### src/rtl/ws2812_rx.sv
// WS2812 single-wire receiver: decodes NeoPixel pulses into 24-bit AXI-Stream beats.
// Optional daisy-chain forwarding is enabled by defining WS2812_RX_FORWARD_EN.
module ws2812_rx #(
  parameter int unsigned HIGH_THRESH  = 43,
  parameter int unsigned MIN_HIGH     = 7,
  parameter int unsigned MAX_HIGH     = 108,
  parameter int unsigned RESET_CYCLES = 3600
) (
  input  logic        axis_aclk,
  input  logic        axis_resetn,
  input  logic        i_serial,
  output logic [23:0] m_axis_data,
  output logic        m_axis_valid,
  input  logic        m_axis_ready,
  output logic        o_frame_done,
  output logic [15:0] o_pixel_count,
  output logic        o_err,
  output logic        o_overrun,
  output logic        o_serial,
  output logic [3:0]  o_debug
);

`ifdef WS2812_RX_FORWARD_EN
  localparam bit FWD_EN = 1'b1;
`else
  localparam bit FWD_EN = 1'b0;
`endif

  localparam logic [7:0]  THRESH_C   = 8'(HIGH_THRESH);
  localparam logic [7:0]  MIN_C      = 8'(MIN_HIGH);
  localparam logic [7:0]  MAX_C      = 8'(MAX_HIGH);
  localparam logic [15:0] LOW_LAST_C = 16'(RESET_CYCLES - 1);

  typedef enum logic [1:0] {
    S_SYNC = 2'd0,
    S_IDLE = 2'd1,
    S_HIGH = 2'd2,
    S_LOW  = 2'd3
  } state_t;

  state_t      state_q, state_d;
  logic        rx_m, rx_s;
  logic [7:0]  high_cnt_q, high_cnt_d;
  logic [15:0] low_cnt_q, low_cnt_d;
  logic [4:0]  bit_cnt_q, bit_cnt_d;
  logic [23:0] shift_q, shift_d;
  logic [15:0] frame_cnt_q, frame_cnt_d;
  logic [15:0] pixel_count_q, pixel_count_d;
  logic        pix_done_q, pix_done_d;
  logic        pix_emit_q, pix_emit_d;
  logic        fwd_q, fwd_d;
  logic        err_q, err_d;
  logic        frame_done_q, frame_done_d;
  logic [23:0] data_q;
  logic        valid_q;
  logic        overrun_q;
  logic        serial_q;

  // Two-flop synchronizer; nothing downstream looks at i_serial directly.
  always_ff @(posedge axis_aclk or negedge axis_resetn) begin
    if (!axis_resetn) begin
      rx_m <= 1'b0;
      rx_s <= 1'b0;
    end else begin
      rx_m <= i_serial;
      rx_s <= rx_m;
    end
  end

  always_ff @(posedge axis_aclk or negedge axis_resetn) begin
    if (!axis_resetn) begin
      state_q       <= S_SYNC;
      high_cnt_q    <= '0;
      low_cnt_q     <= '0;
      bit_cnt_q     <= '0;
      shift_q       <= '0;
      frame_cnt_q   <= '0;
      pixel_count_q <= '0;
      pix_done_q    <= 1'b0;
      pix_emit_q    <= 1'b0;
      fwd_q         <= 1'b0;
      err_q         <= 1'b0;
      frame_done_q  <= 1'b0;
    end else begin
      state_q       <= state_d;
      high_cnt_q    <= high_cnt_d;
      low_cnt_q     <= low_cnt_d;
      bit_cnt_q     <= bit_cnt_d;
      shift_q       <= shift_d;
      frame_cnt_q   <= frame_cnt_d;
      pixel_count_q <= pixel_count_d;
      pix_done_q    <= pix_done_d;
      pix_emit_q    <= pix_emit_d;
      fwd_q         <= fwd_d;
      err_q         <= err_d;
      frame_done_q  <= frame_done_d;
    end
  end

  always_comb begin
    state_d       = state_q;
    high_cnt_d    = high_cnt_q;
    low_cnt_d     = low_cnt_q;
    bit_cnt_d     = bit_cnt_q;
    shift_d       = shift_q;
    frame_cnt_d   = frame_cnt_q;
    pixel_count_d = pixel_count_q;
    fwd_d         = fwd_q;
    pix_done_d    = 1'b0;
    pix_emit_d    = 1'b0;
    err_d         = 1'b0;
    frame_done_d  = 1'b0;
    case (state_q)
      S_SYNC: begin
        fwd_d = 1'b0;
        if (rx_s) begin
          low_cnt_d = '0;
        end else if (low_cnt_q >= LOW_LAST_C) begin
          low_cnt_d = '0;
          state_d   = S_IDLE;
        end else begin
          low_cnt_d = low_cnt_q + 16'd1;
        end
      end
      S_IDLE: begin
        if (rx_s) begin
          low_cnt_d   = '0;
          bit_cnt_d   = '0;
          frame_cnt_d = '0;
          high_cnt_d  = 8'd1;
          state_d     = S_HIGH;
        end
      end
      S_HIGH: begin
        if (rx_s) begin
          if (high_cnt_q >= MAX_C) begin
            err_d     = 1'b1;
            low_cnt_d = '0;
            state_d   = S_SYNC;
          end else if (high_cnt_q != 8'hFF) begin
            high_cnt_d = high_cnt_q + 8'd1;
          end
        end else begin
          // The low counter starts after the edge-detect cycle, which puts
          // end-of-frame at RESET_CYCLES + 3 clocks after the pin falls.
          low_cnt_d = '0;
          state_d   = S_LOW;
          if (high_cnt_q < MIN_C) begin
            state_d = S_LOW;
          end else if (high_cnt_q > MAX_C) begin
            err_d   = 1'b1;
            state_d = S_SYNC;
          end else begin
            shift_d = {shift_q[22:0], (high_cnt_q >= THRESH_C)};
            if (bit_cnt_q == 5'd23) begin
              bit_cnt_d  = '0;
              pix_done_d = 1'b1;
              pix_emit_d = !FWD_EN || (frame_cnt_q == 16'd0);
              fwd_d      = FWD_EN;
              if (frame_cnt_q != 16'hFFFF) frame_cnt_d = frame_cnt_q + 16'd1;
            end else begin
              bit_cnt_d = bit_cnt_q + 5'd1;
            end
          end
        end
      end
      S_LOW: begin
        if (rx_s) begin
          high_cnt_d = 8'd1;
          state_d    = S_HIGH;
        end else if (low_cnt_q >= LOW_LAST_C) begin
          frame_done_d  = 1'b1;
          pixel_count_d = frame_cnt_q;
          err_d         = (bit_cnt_q != 5'd0);
          bit_cnt_d     = '0;
          fwd_d         = 1'b0;
          low_cnt_d     = '0;
          state_d       = S_IDLE;
        end else if (low_cnt_q != 16'hFFFF) begin
          low_cnt_d = low_cnt_q + 16'd1;
        end
      end
      default: state_d = S_SYNC;
    endcase
  end

  // Output handshake: a beat transfers on any clock where m_axis_valid and
  // m_axis_ready are both high; once raised, valid and data hold until that
  // transfer. A pixel arriving while a beat is stalled is dropped (overrun);
  // one arriving on the accepting clock replaces the outgoing beat.
  always_ff @(posedge axis_aclk or negedge axis_resetn) begin
    if (!axis_resetn) begin
      data_q    <= '0;
      valid_q   <= 1'b0;
      overrun_q <= 1'b0;
      serial_q  <= 1'b0;
    end else begin
      serial_q <= FWD_EN && fwd_q && rx_s;
      if (pix_done_q && pix_emit_q) begin
        if (valid_q && !m_axis_ready) begin
          overrun_q <= 1'b1;
        end else begin
          data_q  <= shift_q;
          valid_q <= 1'b1;
        end
      end else if (m_axis_ready) begin
        valid_q <= 1'b0;
      end
    end
  end

  assign m_axis_data   = data_q;
  assign m_axis_valid  = valid_q;
  assign o_frame_done  = frame_done_q;
  assign o_pixel_count = pixel_count_q;
  assign o_err         = err_q;
  assign o_overrun     = overrun_q;
  assign o_serial      = serial_q;
  assign o_debug       = {valid_q, rx_s, state_q};

endmodule

### config.mk
export PLATFORM = sky130hd
export DESIGN_NAME = ws2812_rx
export DESIGN_NICKNAME = d
export VERILOG_FILES = /design/src/rtl/ws2812_rx.sv
export SDC_FILE = /design/constraint.sdc
export NUM_CORES = 1
export LEC_CHECK = 0
export BUFFER_PORTS_ARGS = -buffer_cell sky130_fd_sc_hd__buf_2
export CAP_MARGIN = 20
export CORE_MARGIN = 4
export CORE_UTILIZATION = 34
export CTS_CLUSTER_DIAMETER = 100
export DETAILED_ROUTE_END_ITERATION = 16
export GPL_ROUTABILITY_DRIVEN = 0
export HOLD_SLACK_MARGIN = 0.02
export PLACE_DENSITY = 0.59
export REMOVE_ABC_BUFFERS = 1
export SETUP_SLACK_MARGIN = 0.5
export SLEW_MARGIN = 40
export SYNTH_ARGS = -nofsm -noshare
export SYNTH_HDL_FRONTEND = slang
export SYNTH_SLANG_ARGS = --single-unit
### constraint.sdc
create_clock -name axis_aclk -period 2.1 [get_ports axis_aclk]
set_input_delay 0.63 -clock axis_aclk [delete_from_list [all_inputs] [get_ports axis_aclk]]
set_output_delay 0.63 -clock axis_aclk [all_outputs]
set_load 0.02 [all_outputs]
# [Yosys cells after proc, flatten, opt, wreduce, memory -nomap -nowiden]
# Index checks and enable logic that the tools add are counted.
[totals] regBits=118 input_bits=4 output_inout_bits=49 elab_cells=125
[op_classes] n_addsub=4 order_cmp=5 n_eq_ne=23 mux=55 bitwise=4 n_reduce_logical=19
[op_table] operator="16-bit two-way mux" count=13
[op_table] operator="16-bit one-hot mux with 4 select lines" count=1
[op_table] operator="5-bit two-way mux" count=7
[op_table] operator="16-bit by 1-bit adder with 16-bit output (second input constant)" count=2
[op_table] operator="8-bit two-way mux" count=4
[op_table] operator="16-bit inequality test (second input constant)" count=2
[op_table] operator="16-bit one-hot mux with 2 select lines" count=1
[op_table] operator="2-bit inequality test (second input constant)" count=13
[op_table] operator="1-bit two-way mux" count=17
[op_table] operator="16-bit by 12-bit >= comparator with 1-bit output (second input constant)" count=1
[op_table] operator="2-bit two-way mux" count=8
[op_table] operator="8-bit one-hot mux with 2 select lines" count=1
[op_table] operator="5-bit one-hot mux with 3 select lines" count=1
[op_table] operator="7-bit AND reduction" count=2
[op_table] operator="8-bit by 1-bit adder with 8-bit output (second input constant)" count=1
[op_table] operator="8-bit by 6-bit >= comparator with 1-bit output (second input constant)" count=1
[op_table] operator="8-bit by 7-bit >= comparator with 1-bit output (second input constant)" count=1
[op_table] operator="8-bit by 7-bit greater-than comparator with 1-bit output (second input constant)" count=1
[op_table] operator="8-bit by 3-bit < comparator with 1-bit output (second input constant)" count=1
[op_table] operator="8-bit inequality test (second input constant)" count=1
[op_table] operator="2-bit one-hot mux with 4 select lines" count=1
[op_table] operator="4-bit AND reduction" count=2
[op_table] operator="3-bit inequality test (second input constant)" count=2
[op_table] operator="2-bit AND reduction" count=3
[op_table] operator="16 further kinds" count=23

# [Longest topological paths before layout]
[logic_depth] depth_word=7 depth_mapped=9 depth_no_buf=8

# [Worst setup path after synthesis]
# Ideal clock, no wire load.
[synth_path] path_type="reg-to-reg" startpoint="reg high_cnt_q[0]" endpoint="reg shift_q[19]" setup_ns=0.125 arrival_ns=2.069 path_slack_ns=-0.095 stages_incl_launch_ff=9 n_path_buf=2 path_cell_list="dfrtp_1 inv_1 ha_1 and3b_1 o211a_1 or4_4 buf_6 buf_6 mux2_4"
[synth_via] elab_chain_cells=3
[synth_lines] element="start, declared" line="43" text="logic [7:0] high_cnt_q, high_cnt_d;"
[synth_lines] element="start signal, assigned" line="86" text="high_cnt_q <= high_cnt_d;"
[synth_lines] element="8-bit by 7-bit greater-than comparator with 1-bit output or 8-bit by 3-bit < comparator with 1-bit output (tied branches)" line="150, 148"
[synth_lines] element="1-bit inverter (no source line)"
[synth_lines] element="4-bit AND reduction (no source line) (*)"
[synth_lines] element="end signal, assigned" line="89" text="shift_q <= shift_d;"
[synth_lines] element="end, declared" line="46" text="logic [23:0] shift_q, shift_d;"
# Mark *: on every way between the ends. The rest lies on a longest branch, timed or not.
# A chain may end at the register's enable or synchronous reset.

# [Final worst setup path]
[layout_path] startpoint="reg high_cnt_q[0]" endpoint="reg bit_cnt_q[3]"
[layout_via] elab_chain_cells=3
[layout_lines] element="8-bit by 7-bit greater-than comparator with 1-bit output or 8-bit by 3-bit < comparator with 1-bit output (tied branches)" line="150, 148"
[layout_lines] element="2-bit inequality test (no source line)"
[layout_lines] element="7-bit AND reduction (no source line) (*)"
[layout_lines] element="end signal, assigned" line="88" text="bit_cnt_q <= bit_cnt_d;"
[layout_lines] element="end, declared" line="45" text="logic [4:0] bit_cnt_q, bit_cnt_d;"
# Marks and branches as above.

==> flow_summary.yaml <==
status:
  status: "finished, violations left"
  violations: "setup timing"
finish:
  final_common_cell: "dfrtp_1"
  final_layout_size_suffix_gt1_share_pct: 48.5
  multi_input_area_mm2: 0.00263
  seq_area_mm2: 0.00296
  n_fill_cell: 1280
  mostFrequentLayoutCells: "115 x dfrtp_1, 72 x buf_4, 69 x buf_6"
  nets: 617
  diodes: 0
  syn_to_final_growth_pct: 50.3
  layout.cells.non_filler: 830
timing:
  min_period_over_period_pct: 103
  max_slew_margin_pct: 61.9
  finalCriticalPeriod_ps: 2170
  drv_slew: 0
  setup_violations: 20
  fin_ws_ps: -73.3
  max_freq_ghz: 0.460
  worst_clock_skew_ps: 9.15
  rsz0062_at_grt: "yes"
  hold_violations: 0
  tightest_slew_ps: 571
  finalSetupTns_ps: -167
grt:
  met2_usage_pct: 23.5
  grt_util_met1_pct: 18.7
  grt_pass1_vias: 4238
  grt_max_degree: 42
  grt_util_met3_pct: 4.90
  grt_pass1_wl_um: 20900
  track_usage_pct: 14.6
  grt-ovfl-total: 0
  busiest_layer: "met2"
  antenna_found_initial: 0
run:
  drv_cap: 0
cts:
  clockBufferDepth: 2
  clock-root-buffer: "clkbuf_16"
  htreeDepth: 4
  cts.sinks: 118
  cts_buffers: 17
  worstSkewPairLatency_ps: 420
  postCtsHoldBufs: 0
  clkSlewWorstSetupHoldPaths_ps: 50
  cts_tree: "done"
floorplan:
  io_pins: 53
  rows: 45
  die-height_um: 133
  dieArea_mm2: 0.0177
  core-area_mm2: 0.0153
  initial_core_util_pct: 34.8
  die_x_um: 133
pwr:
  p_per_area_mw_per_mm2: 702
  p_leak_uw: 0.00385
  ir_drop_v: 0.000588
route:
  vias: 4092
  routed_via_density: 4.93
  routed_wl_um: 12700
  drt_iter0_drc: 246
  ant_nets: 0
  avgRoutedWirePerCell_um: 15.3
  drcViolationCount: 0
  firstDrtPassIters: 4
setup_path:
  crit_required_ps: 2420
  path_class: "register to register"
  cp_max_fo: 3
  worst_ep_arrival_time_ps: 2490
  r2r_slack_ps: -70
  startpoint_type: "register"
  worstSetupEndpointType: "register"
placed_design:
  dpl.hpwl_um: 7880
  portBuffers: 51
  place_inst: 755
yosys:
  ys_ff_latch: 118
  seq_area_frac_synth_pct: 55.6
  synth_cell_types: 55
  synthArstFlopShare_pct: 100
  synth_edf_count: 0
  synthCells: 463
  synth_area_mm2: 0.00531
  synth_ff_type: "dfrtp_1"
  syn_area_per_cell_um2: 11.5
  yosys_warnings: 0
hold_path:
  hold_class: "primary input to asynchronous set/reset pin"
-- what timing repair did --
action | in CTS | in global routing
pin swaps | 31 | 11
gates resized for setup | 145 | 86
cloned | 2 | 0
setup endpoints to repair | 113 | 136
setup buffers | 23 | 19
-- final timing paths --
| kind | startpoint | to | depth (start not counted) |
|---|---|---|---|
| max in group asynchronous | axis_resetn | low_cnt_q[15] | 2 |
| hold / removal | axis_resetn | m_axis_data[22] | 1 |
| setup / recovery | high_cnt_q[0] | bit_cnt_q[3] | 7 |
| setup reg to reg | high_cnt_q[0] | bit_cnt_q[3] | 7 |
| hold reg to reg | rx_m | rx_s | 0 |
| min in group axis_aclk | i_serial | rx_m | 1 |
-- critical path: stages (launching register included) --
cell	delay, ps
dfrtp_1	360
buf_4	140
ha_4	140
a21oi_1	80
and2_1	200
or4_4	550
or3b_4	400
o311ai_2	210
-- flip-flops by register name, summed over array words and instances (netlist names), 2 cells and up --
name and flops:
m_axis_data 24, high_cnt_q 8, state_q 2, low_cnt_q 16, frame_cnt_q 16, bit_cnt_q 5
shift_q 24, o_pixel_count 16
-- cell usage after synthesis (all sizes together), types with 2 or more instances --
master / n / area share [%]
and2: 4 / 0.47
nor4: 5 / 0.59
o31ai: 12 / 2.0
ha: 6 / 1.4
nand4: 5 / 0.59
nand2b: 8 / 0.94
xor2: 7 / 1.2
o211ai: 2 / 0.28
a221oi: 2 / 0.33
a21oi: 14 / 1.3
nand3: 23 / 2.2
or2: 2 / 0.24
nor3b: 2 / 0.28
a211oi: 4 / 0.57
nor3: 4 / 0.38
o21ai: 28 / 2.6
dfrtp: 118 / 56
and3: 7 / 0.83
mux2: 63 / 14
mux2i: 2 / 0.38
clkbuf: 11 / 0.80
o21a: 3 / 0.42
nand2: 48 / 3.4
nor2b: 2 / 0.24
or3: 9 / 1.1
and3b: 3 / 0.50
nor2: 20 / 1.4
a31oi: 3 / 0.35
or4: 2 / 0.35
buf: 13 / 1.7
inv: 15 / 1.1
-- power breakdown --
group	switching (µW)	internal [µW]
clock network	1010	2160
registers	6.08	2280
logic	87.2	55.5
-- cells by family (layout without fill, tap and decap cells) --
logic type                 after synthesis  count (layout)  synth area share, %
muxes                                   65              65                 14.1
and+or+nand+nor                        148             148                 14.1
adders and majority gates                6               6                 1.41
buffers and inverters                   39             195                 3.61
AOI/OAI and AO/OA                       78              78                 9.69
xor gates and xnor gates                 8               8                 1.32
DFF                                    118             118                 55.6
other                                    1               1               0.0707
-- routing by layer --
layer | vias to the layer above | routed length [µm]
met5 | - | 0
met4 | 0 | 140
met3 | 13 | 533
met2 | 92 | 6290
met1 | 2055 | 5740
li1 | 1932 | -
-- metrics by stage --
stage / cell area [µm²] / setup WS [ps] / total power, µW / utilization (%) / hold WS, ps
finish: 7980 / -73.3 / 5600 / 52.3 / 206
floorplan: 5170 / -901 / 2350 / - / 331
global placement: 6170 / -95.8 / 2440 / 40.4 / 331
global route: 7980 / -140 / 5780 / 52.3 / 241
detailed placement: 6170 / -151 / 2440 / 40.4 / 336
CTS: 7510 / -63.0 / 5650 / 49.2 / 218
-- final cells by class --
type / count / area share, %
Sequential cell: 118 / 37.1
Timing Repair Buffer: 149 / 18.0
Multi-Input combinational cell: 306 / 33.0
Clock buffer: 23 / 5.87
Inverter: 15 / 0.706
Tap cell: 211 / 3.31
Clock inverter: 8 / 2.15
Note: power is estimated with default switching activity, not from simulation.
